**config.mk**
```make
export PLATFORM = sky130hd
export DESIGN_NAME = hc21_ste_bus_decoder
export DESIGN_NICKNAME = d
export VERILOG_FILES = /design/src/rtl/hc21_ste_bus_decoder.sv
export SDC_FILE = /design/constraint.sdc
export NUM_CORES = 1
export LEC_CHECK = 0
export ABC_AREA = 1
export CORE_MARGIN = 3
export CORE_UTILIZATION = 46
export DETAILED_ROUTE_END_ITERATION = 16
export PLACE_DENSITY = 0.81
export SLEW_MARGIN = 10
export SYNTH_ARGS = -nofsm -noshare
export SYNTH_HDL_FRONTEND = slang
export SYNTH_SLANG_ARGS = --single-unit
```
**constraint.sdc**
```tcl
create_clock -name sysclk -period 1.51 [get_ports sysclk]
set_input_delay 0.453 -clock sysclk [delete_from_list [all_inputs] [get_ports sysclk]]
set_output_delay 0.453 -clock sysclk [all_outputs]
set_load 0.05 [all_outputs]
```
**src/rtl/hc21_ste_bus_decoder.sv**
```systemverilog
// rtl/hc21_ste_bus_decoder.sv - HC21-STE memory map decoder and bus-cycle sequencer
//
// Decodes the Z80 page address into lomem / STEbus / I/O slot / himem selects,
// qualifies them with the CPU memory cycle, inserts per-region wait states and
// runs the STEbus DATACK handshake with a timeout.
//
// Ports:
//   sysclk        system clock, rising edge
//   sysrst        asynchronous active-high reset
//   cpu_addr      CPU address bus A15:0
//   cpu_mreq_n    CPU memory request, active low
//   cpu_rd_n      CPU read strobe, active low
//   cpu_wr_n      CPU write strobe, active low
//   ste_datack_n  STEbus data acknowledge, active low
//   sel_lomem_n   low memory select, active low
//   sel_stebus_n  STEbus window select, active low
//   sel_himem_n   high memory select, active low
//   sel_io_n      I/O slot selects, active low, bit n = slot n
//   cpu_wait_n    CPU WAIT, active low
//   bus_timeout   one-cycle pulse when DATACK never arrives

module hc21_ste_bus_decoder #(
  parameter logic [7:0] LOMEM_TOP = 8'h3F,
  parameter logic [7:0] STE_TOP   = 8'hBF,
  parameter logic [7:0] IO_PAGE   = 8'hC0,
  parameter int         NUM_DEV   = 8,
  parameter int         LOMEM_WS  = 0,
  parameter int         HIMEM_WS  = 0,
  parameter int         IO_WS     = 1,
  parameter int         STE_WS    = 2,
  parameter int         STE_TMO   = 64
) (
  input  logic               sysclk,
  input  logic               sysrst,
  input  logic [15:0]        cpu_addr,
  input  logic               cpu_mreq_n,
  input  logic               cpu_rd_n,
  input  logic               cpu_wr_n,
  input  logic               ste_datack_n,
  output logic               sel_lomem_n,
  output logic               sel_stebus_n,
  output logic               sel_himem_n,
  output logic [NUM_DEV-1:0] sel_io_n,
  output logic               cpu_wait_n,
  output logic               bus_timeout
);

  typedef enum logic [1:0] {ST_IDLE, ST_WAIT, ST_STEACK, ST_HOLD} state_t;
  typedef enum logic [1:0] {RG_LOMEM, RG_STE, RG_IO, RG_HIMEM} region_t;

  localparam logic [7:0] TMO_LAST = 8'(STE_TMO - 1);

  state_t       state_q, state_d;
  region_t      region_q, region_d;
  logic [3:0]   ws_cnt_q, ws_cnt_d;
  logic [7:0]   tmo_cnt_q, tmo_cnt_d;
  logic         lo_d, ste_d, hi_d, wait_d, tmo_pulse_d;
  logic [NUM_DEV-1:0] io_d;

  logic [7:0]   page;
  logic [3:0]   slot;
  logic         cycle_start;
  region_t      dec_region;
  logic [3:0]   dec_ws;
  logic [NUM_DEV-1:0] dec_io;
  logic         release_all;

  assign page        = cpu_addr[15:8];
  assign slot        = cpu_addr[7:4];
  assign cycle_start = !cpu_mreq_n && (!cpu_rd_n || !cpu_wr_n);

  // Live decode of the current address; only consumed on the IDLE edge that
  // starts a cycle, so later address movement cannot disturb the selects.
  always_comb begin
    dec_region = RG_HIMEM;
    dec_ws     = 4'(HIMEM_WS);
    dec_io     = '0;
    if (page <= LOMEM_TOP) begin
      dec_region = RG_LOMEM;
      dec_ws     = 4'(LOMEM_WS);
    end else if (page <= STE_TOP) begin
      dec_region = RG_STE;
      dec_ws     = 4'(STE_WS);
    end else if (page == IO_PAGE && {1'b0, slot} < 5'(NUM_DEV)) begin
      dec_region = RG_IO;
      dec_ws     = 4'(IO_WS);
      for (int i = 0; i < NUM_DEV; i++) begin
        if (slot == 4'(i)) dec_io[i] = 1'b1;
      end
    end
  end

  always_comb begin
    state_d     = state_q;
    region_d    = region_q;
    ws_cnt_d    = ws_cnt_q;
    tmo_cnt_d   = tmo_cnt_q;
    lo_d        = sel_lomem_n;
    ste_d       = sel_stebus_n;
    hi_d        = sel_himem_n;
    io_d        = sel_io_n;
    wait_d      = cpu_wait_n;
    tmo_pulse_d = 1'b0;
    release_all = 1'b0;

    case (state_q)
      ST_IDLE: begin
        if (cycle_start) begin
          region_d  = dec_region;
          ws_cnt_d  = dec_ws;
          tmo_cnt_d = 8'd0;
          lo_d      = (dec_region != RG_LOMEM);
          ste_d     = (dec_region != RG_STE);
          hi_d      = (dec_region != RG_HIMEM);
          io_d      = ~dec_io;
          if (dec_ws != 4'd0) begin
            state_d = ST_WAIT;
            wait_d  = 1'b0;
          end else if (dec_region == RG_STE) begin
            state_d = ST_STEACK;
            wait_d  = 1'b0;
          end else begin
            state_d = ST_HOLD;
          end
        end
      end
      ST_WAIT: begin
        if (cpu_mreq_n) begin
          release_all = 1'b1;
        end else begin
          ws_cnt_d = ws_cnt_q - 4'd1;
          if (ws_cnt_q == 4'd1) begin
            // STE keeps WAIT asserted into the handshake; DATACK seen on
            // this edge is deliberately ignored.
            if (region_q == RG_STE) begin
              state_d   = ST_STEACK;
              tmo_cnt_d = 8'd0;
            end else begin
              state_d = ST_HOLD;
              wait_d  = 1'b1;
            end
          end
        end
      end
      ST_STEACK: begin
        if (cpu_mreq_n) begin
          release_all = 1'b1;
        end else if (!ste_datack_n) begin
          state_d = ST_HOLD;
          wait_d  = 1'b1;
        end else if (tmo_cnt_q == TMO_LAST) begin
          state_d     = ST_HOLD;
          wait_d      = 1'b1;
          tmo_pulse_d = 1'b1;
        end else begin
          tmo_cnt_d = tmo_cnt_q + 8'd1;
        end
      end
      ST_HOLD: begin
        if (cpu_mreq_n) release_all = 1'b1;
      end
      default: release_all = 1'b1;
    endcase

    if (release_all) begin
      state_d   = ST_IDLE;
      ws_cnt_d  = 4'd0;
      tmo_cnt_d = 8'd0;
      lo_d      = 1'b1;
      ste_d     = 1'b1;
      hi_d      = 1'b1;
      io_d      = '1;
      wait_d    = 1'b1;
    end
  end

  always_ff @(posedge sysclk or posedge sysrst) begin
    if (sysrst) begin
      state_q      <= ST_IDLE;
      region_q     <= RG_HIMEM;
      ws_cnt_q     <= 4'd0;
      tmo_cnt_q    <= 8'd0;
      sel_lomem_n  <= 1'b1;
      sel_stebus_n <= 1'b1;
      sel_himem_n  <= 1'b1;
      sel_io_n     <= '1;
      cpu_wait_n   <= 1'b1;
      bus_timeout  <= 1'b0;
    end else begin
      state_q      <= state_d;
      region_q     <= region_d;
      ws_cnt_q     <= ws_cnt_d;
      tmo_cnt_q    <= tmo_cnt_d;
      sel_lomem_n  <= lo_d;
      sel_stebus_n <= ste_d;
      sel_himem_n  <= hi_d;
      sel_io_n     <= io_d;
      cpu_wait_n   <= wait_d;
      bus_timeout  <= tmo_pulse_d;
    end
  end

endmodule
```
==> run_results.csv, run 1 <==
group,metric,value,unit
run_status,status,"finished, violations left",
run_status,failed_checks,"negative setup slack",
sta,setup_slack,-0.1671,ns
critical_path,end_kind,"register",
synthesis,synth_compound_area_frac,0.09598,
critical_path,cp.buffers_inverters,3,
critical_path,criticalPathCategory,"reg2reg",
synthesis,yosysSeqAreaShare,0.4192,
cells_and_area,regArea,743.2,µm²
cells_and_area,final_area,2841,µm²
sta,fin_crit_sh,1.111,
cells_and_area,mostFrequentLayoutCells,"48 x nand2_1, 29 x nor2_1, 27 x inv_1",
grt,grt_pass1_wl,9.025,mm
pwr,p_seq_frac,0.228,
floorplan,core_area,3521,µm²
pwr,clkPwrFrac,0.129,
sta,relSlewSlack,0.8114,
placed_design,gp_congestion,0.8282,
sta,hold_viol,0,
floorplan,rows,21,
critical_path,crit_chain,"inv_2 -> ha_4 -> inv_4 -> nand2_4 -> nor2_4 -> nor2_4 -> nand3_4 -> inv_6 -> nand2_8 -> nand2_1 -> nand2_1",
clock_tree,cts.htree.levels,2,
cells_and_area,final_util,0.8070,
floorplan,die_h,68.08,µm
grt,grt_antenna_before_repair,0,
sta,timing.final.crit_period,1.677,ns
cells_and_area,nFillCells,179,
synthesis,ys.flop_type,"dfrtp_1",
cells_and_area,drive_above_1_share,0.4033,
detailed_routing,vias_per_cell,6.245,
critical_path,slowest_delay,0.42,ns
sta,fmax,0.5963,GHz
hold_path,min_path_type,"reg2reg",
synthesis,synth.avg_cell_area,7.357,µm²
pwr,pwr-share-comb,0.643,
critical_path,crit_fanout,8,
sta,setup_viol,27,
cells_and_area,nNetsFinal,335,
synthesis,netlist-cell-type-count,27,
clock_tree,clk_path_buf_depth,2,
floorplan,initial_core_util,0.5036,
detailed_routing,drtAntennaViolNets,0,
synthesis,synthCells,241,
sta,slew_viol_final,0,
pwr,power_density,1694,nW/µm²
pwr,power_switching_share,0.4781,
pwr,netSwitchingPower,2.301,mW
clock_tree,cts.hold.buffers_added,0,
critical_path,cpLargestDelayFamily,"simple AND/OR/NAND/NOR gates",
detailed_routing,wl,7.446,mm
synthesis,synth_xor_xnor_area_share,0.004940,
job,maxCapViolCount,0,
sta,fin_skew,0.003427,ns
pwr,internal-power,2.512,mW
clock_tree,clkLatencyLatePin,0.28,ns
detailed_routing,drt-initial-drc-count,310,
clock_tree,clk_pin_slew,0.06,ns
placed_design,pre_cts_ws,-0.6017,ns
critical_path,startpoint_type,"register",
floorplan,boundaryPins,35,
detailed_routing,via_count,2192,
floorplan,die_area,4635,µm²
cells_and_area,syn_to_final_growth,60.27,%
grt,grt_pass1_vias,1968,
detailed_routing,first_pass_iters,5,
synthesis,ys_warn_count,0,
clock_tree,numCtsBuffers,5,
grt,track_usage,0.2651,
synthesis,synthArstFlopShare,1.000,
detailed_routing,drt-wirelength-per-cell,21.21,µm
clock_tree,cts_root_buf,"clkbuf_8",
cells_and_area,multi_input_area,1152,µm²
pwr,ir_worst_vdd,1.158,mV
placed_design,placed_area,2444,µm²
grt,grt_max_degree,30,
placed_design,hpwl,3.526,mm
synthesis,synth-simple-area-share,0.3394,
critical_path,r2r_slack,-0.17,ns
clock_tree,clock_sinks,29,
clock_tree,tritoncts,"yes",
critical_path,cp_data_arrival_time,1.84,ns
critical_path,cp.required,1.68,ns
pwr,cellLeakagePower,1.336,nW
detailed_routing,drc,0,
placed_design,io_buffers,30,
synthesis,ys_seq_elements,29,
grt,grt_remaining_overflow,0,
floorplan,fp.dieW,68.08,µm
synthesis,synth_area,1773,µm²
synthesis,synthAdderAreaFrac,0.06351,
synthesis,synth_edf_count,0,
cells_and_area,diodes,0,
synthesis,muxShareOfSynthArea,0,
critical_path,slowest_stage,"dfrtp_1",
synthesis,synth_top_family_by_area,"simple AND/OR/NAND/NOR gates",
sta,rsz0062_at_grt,"yes",
cells_and_area,layout_commonest_cell,"nand2_1",
sta,worstMarginPinSlew,0.2807,ns
synthesis,synth_nets,272,
-- registers in the layout (all words and copies together), names as in the netlist --
signal and cells:
sel_stebus_n 1, state_q 2, cpu_wait_n 1, region_q 2, sel_himem_n 1, sel_io_n 8
sel_lomem_n 1, bus_timeout 1, ws_cnt_q 4, tmo_cnt_q 8
-- final cells by class --
type,instances,share of cell area
tap,46,0.02026
multi-input combinational,176,0.4055
timing repair buffer,57,0.2285
sequential,29,0.2616
clock inverter,2,0.003523
inverter,35,0.05504
clock buffer,6,0.02554
-- through the flow --
stage / instances / total power [mW] / hold WS [ns] / TNS [ns]
finish: 351 / 4.813 / 0.4947 / -2.751
detailed placement: 339 / 3.172 / 0.4651 / -11.19
floorplan: 241 / 2.356 / 0.4483 / 0
global placement: 339 / 3.099 / 0.4587 / -9.849
CTS: 350 / 4.220 / 0.4751 / -0.1319
global route: 351 / 5.015 / 0.5230 / -5.320
-- power by group through the flow --
stage | logic, mW | registers (mW) | clock network [mW]
2_1_floorplan | 1.18 | 1.18 | 0
3_3_place_gp | 2.02 | 1.08 | 0
3_5_place_dp | 2.09 | 1.08 | 0
4_1_cts | 2.53 | 1.08 | 0.609
5_1_grt | 3.25 | 1.11 | 0.659
6_report | 3.09 | 1.10 | 0.621
-- worst register-to-register path, delay by kind of cell (launching register included) --
| family | cells | cell delay, ns |
|---|---|---|
| and+or+nand+nor | 7 | 0.61 |
| DFF | 1 | 0.42 |
| buffers and inverters | 3 | 0.33 |
| adders and majority gates | 1 | 0.21 |
-- cell families after synthesis --
group                      Yosys count
and+or+nand+nor                    137
buffers and inverters               36
AOI/OAI and AO/OA                   29
DFF                                 29
adders and majority gates            9
xor gates and xnor gates             1
-- final timing paths --
kind                                              from                        to  cells past startpoint
worst max-delay path            state_q[0]$_DFFE_PP0P_  tmo_cnt_q[4]$_DFFE_PP0P_                     11
worst min-delay path            cpu_wait_n$_DFFE_PP1P_    cpu_wait_n$_DFFE_PP1P_                      2
min in group asynchronous                       sysrst  tmo_cnt_q[7]$_DFFE_PP0P_                      3
max in group asynchronous                       sysrst  sel_stebus_n$_DFFE_PP1P_                      3
worst min register to register  cpu_wait_n$_DFFE_PP1P_    cpu_wait_n$_DFFE_PP1P_                      2
worst max register to register  state_q[0]$_DFFE_PP0P_  tmo_cnt_q[4]$_DFFE_PP0P_                     11
-- repair_timing --
| item | 4_1_cts | 5_1_grt |
|---|---|---|
| resized for setup | 45 | 36 |
| setup buffers | 3 | 1 |
| endpoints found under the setup margin | 25 | 26 |
| pin swaps | 11 | 12 |
-- routing by layer --
metal,vias up,share of wire,global-route usage
li1,898,-,-
met1,1001,0.34,0.2961
met2,212,0.46,0.4657
met3,81,0.12,0.07389
met4,0,0.085,0.1191
met5,-,0,0
-- cell usage after synthesis, types with 4 or more instances --
cell     number  area share
a21oi_1       8       0.023
a31oi_1       8       0.028
nand2_1      62        0.13
o21ai_0       7       0.020
nor2_1       38       0.080
dfstp_2      14        0.21
nor3_1        4       0.011
ha_1          9       0.064
inv_1        31       0.066
inv_2         4      0.0085
nand3_1      18       0.051
dfrtp_1      15        0.21
Note: power is estimated with default switching activity, not from simulation.
==> run 2: changes to the inputs <==
Settings changed: CORE_MARGIN 3 to 4, GPL_ROUTABILITY_DRIVEN from default to 0.
==> run 2 against run 1 <==
The flow still finishes with violations (negative setup slack). Register-to-register slack got worse by 0.07 ns. Highest routed layer unchanged. Critical path depth is the same. Clock-buffer cell count up 1. Die area increased by 6.0%. Hold slack better by 0.0023 ns. Fmax shrank 4.1%. Combinational power up 5%. Clock power up 14%. Worst setup slack got worse by 0.072 ns. Critical endpoint is now ws_cnt_q[2]$_DFFE_PP0P_. Sequential share of layout area is 1.0 points lower.
==> run_results.csv, run 2 (synthesis results as in run 1) <==
group,metric,value,unit
grt,grt_remaining_overflow,0,
hold_path,min_path_type,"in2async",
detailed_routing,first_pass_iters,6,
sta,timing.final.crit_period,1.749,ns
placed_design,io_buffers,30,
grt,grt_max_degree,30,
detailed_routing,drt-initial-drc-count,241,
critical_path,startpoint_type,"register",
sta,rsz0062_at_grt,"yes",
critical_path,slowest_stage,"dfrtp_1",
cells_and_area,mostFrequentLayoutCells,"42 x nand2_1, 33 x buf_4, 29 x nor2_1",
sta,fin_hold_ws,0.4969,ns
critical_path,crit_top_cell,"nand2_1",
cells_and_area,layout_commonest_cell,"nand2_1",
pwr,p_total,5.055,mW
clock_tree,cts.hold.buffers_added,0,
grt,track_usage,0.2268,
clock_tree,cts_root_buf,"clkbuf_8",
job,maxCapViolCount,0,
sta,worstMarginPinSlew,0.3701,ns
sta,setup_slack,-0.2391,ns
sta,slew_viol_final,0,
clock_tree,clk_pin_slew,0.06,ns
floorplan,die_h,70.08,µm
cells_and_area,final_util,0.8022,
critical_path,critPathLaunch,"state_q[1]$_DFFE_PP0P_",
critical_path,end_kind,"register",
sta,fin_skew,0.004196,ns
cells_and_area,diodes,0,
cells_and_area,drive_above_1_share,0.4331,
critical_path,slowest_delay,0.44,ns
critical_path,criticalPathCategory,"reg2reg",
critical_path,cpLargestDelayFamily,"simple AND/OR/NAND/NOR gates",
sta,fin_crit_sh,1.158,
pwr,cellLeakagePower,1.411,nW
sta,fmax,0.5717,GHz
sta,setup_viol,27,
grt,grt_pass1_wl,8.763,mm
detailed_routing,met2RoutedLength,3.282,mm
cells_and_area,multi_input_area,1179,µm²
run_status,status,"finished, violations left",
sta,hold_viol,0,
critical_path,cp_data_arrival_time,1.96,ns
sta,relSlewSlack,0.7514,
clock_tree,clkLatencyLatePin,0.28,ns
cells_and_area,reg_top3,"sel_io_n x8, tmo_cnt_q x8, ws_cnt_q x4",
placed_design,placed_area,2499,µm²
clock_tree,clk_path_buf_depth,2,
detailed_routing,vias_per_cell,5.809,
floorplan,core_area,3689,µm²
detailed_routing,met1Wirelength,2.590,mm
floorplan,die_area,4911,µm²
floorplan,rows,22,
critical_path,crit_chain,"inv_2 -> ha_4 -> inv_4 -> nand2_4 -> buf_4 -> nand2_8 -> o21ai_4 -> nand2_2 -> nand2_1 -> nand2_1 -> nor2_1",
clock_tree,clock_sinks,29,
detailed_routing,via_count,2103,
critical_path,crit_fanout,5,
detailed_routing,wl,6.721,mm
run_status,failed_checks,"negative setup slack",
detailed_routing,routed-wl-met3,552,µm
cells_and_area,final_area,2959,µm²
placed_design,hpwl,3.543,mm
pwr,ir_worst_vdd,1.089,mV
cells_and_area,nNetsFinal,344,
critical_path,cp.buffers_inverters,3,
detailed_routing,drtAntennaViolNets,0,
critical_path,reg2reg_from,"state_q[1]$_DFFE_PP0P_",
critical_path,cp.required,1.72,ns
cells_and_area,syn_to_final_growth,66.90,%
floorplan,fp.dieW,70.08,µm
detailed_routing,top_layer_used,"met4",
floorplan,initial_core_util,0.4807,
grt,grt_antenna_before_repair,0,
cells_and_area,regArea,743.2,µm²
detailed_routing,drc,0,
clock_tree,tritoncts,"yes",
grt,grt_pass1_vias,1880,
pwr,power_density,1708,nW/µm²
cells_and_area,nFillCells,192,
clock_tree,numCtsBuffers,5,
floorplan,boundaryPins,35,
detailed_routing,drt-wirelength-per-cell,18.57,µm
clock_tree,cts.htree.levels,2,
run 2: metrics by stage:
step / setup slack (ns) / instances / TNS, ns
after floorplan: 0.03897 / 241 / 0
after global placement: -0.4728 / 348 / -9.808
after detailed placement: -0.5182 / 348 / -10.55
after CTS: -0.03575 / 360 / -0.2799
after global routing: -0.2689 / 362 / -4.084
final: -0.2391 / 362 / -2.742
run 2: final timing paths:
check | end | slack [ns] | cells past startpoint
max in group asynchronous | sel_lomem_n$_DFFE_PP1P_ | 0.78 | 3
worst max-delay path | ws_cnt_q[2]$_DFFE_PP0P_ | -0.24 | 11
worst min-delay path | tmo_cnt_q[2]$_DFFE_PP0P_ | 0.50 | 3
min in group sysclk | cpu_wait_n$_DFFE_PP1P_ | 0.50 | 2
worst max register to register | ws_cnt_q[2]$_DFFE_PP0P_ | -0.24 | 11
worst min register to register | cpu_wait_n$_DFFE_PP1P_ | 0.50 | 2
run 2: worst reg2reg max path, delay by kind of cell (launching register included):
kind            cells  cell delay (ns)
simple gates        6             0.56
buf+inv             3             0.35
compound gates      1             0.10
flops               1             0.44
fa+ha+maj           1             0.20
run 2: routing by layer:
layer / vias up / global-route usage
li1: 914 / -
met1: 993 / 0.2602
met2: 156 / 0.3956
met3: 40 / 0.05755
met4: 0 / 0.1000
met5: - / 0
run 2: report_power, final:
group          internal [mW]  switching, mW
registers              0.978          0.133
clock network          0.411          0.299
logic                   1.33           1.90
run 2: what timing repair did:
action                                  in CTS  in global routing
endpoints found under the setup margin      24                 23
pin swaps                                   13                 19
buffers inserted                             4                  2
resized for setup                           32                 57
run 2: layout make-up:
cell class                      count  share of cell area
Tap cell                           48             0.02030
Inverter                           35             0.05370
Sequential cell                    29              0.2512
Multi-Input combinational cell    176              0.3983
Timing Repair Buffer               66              0.2423
Clock inverter                      1            0.001691
Clock buffer                        7             0.03256
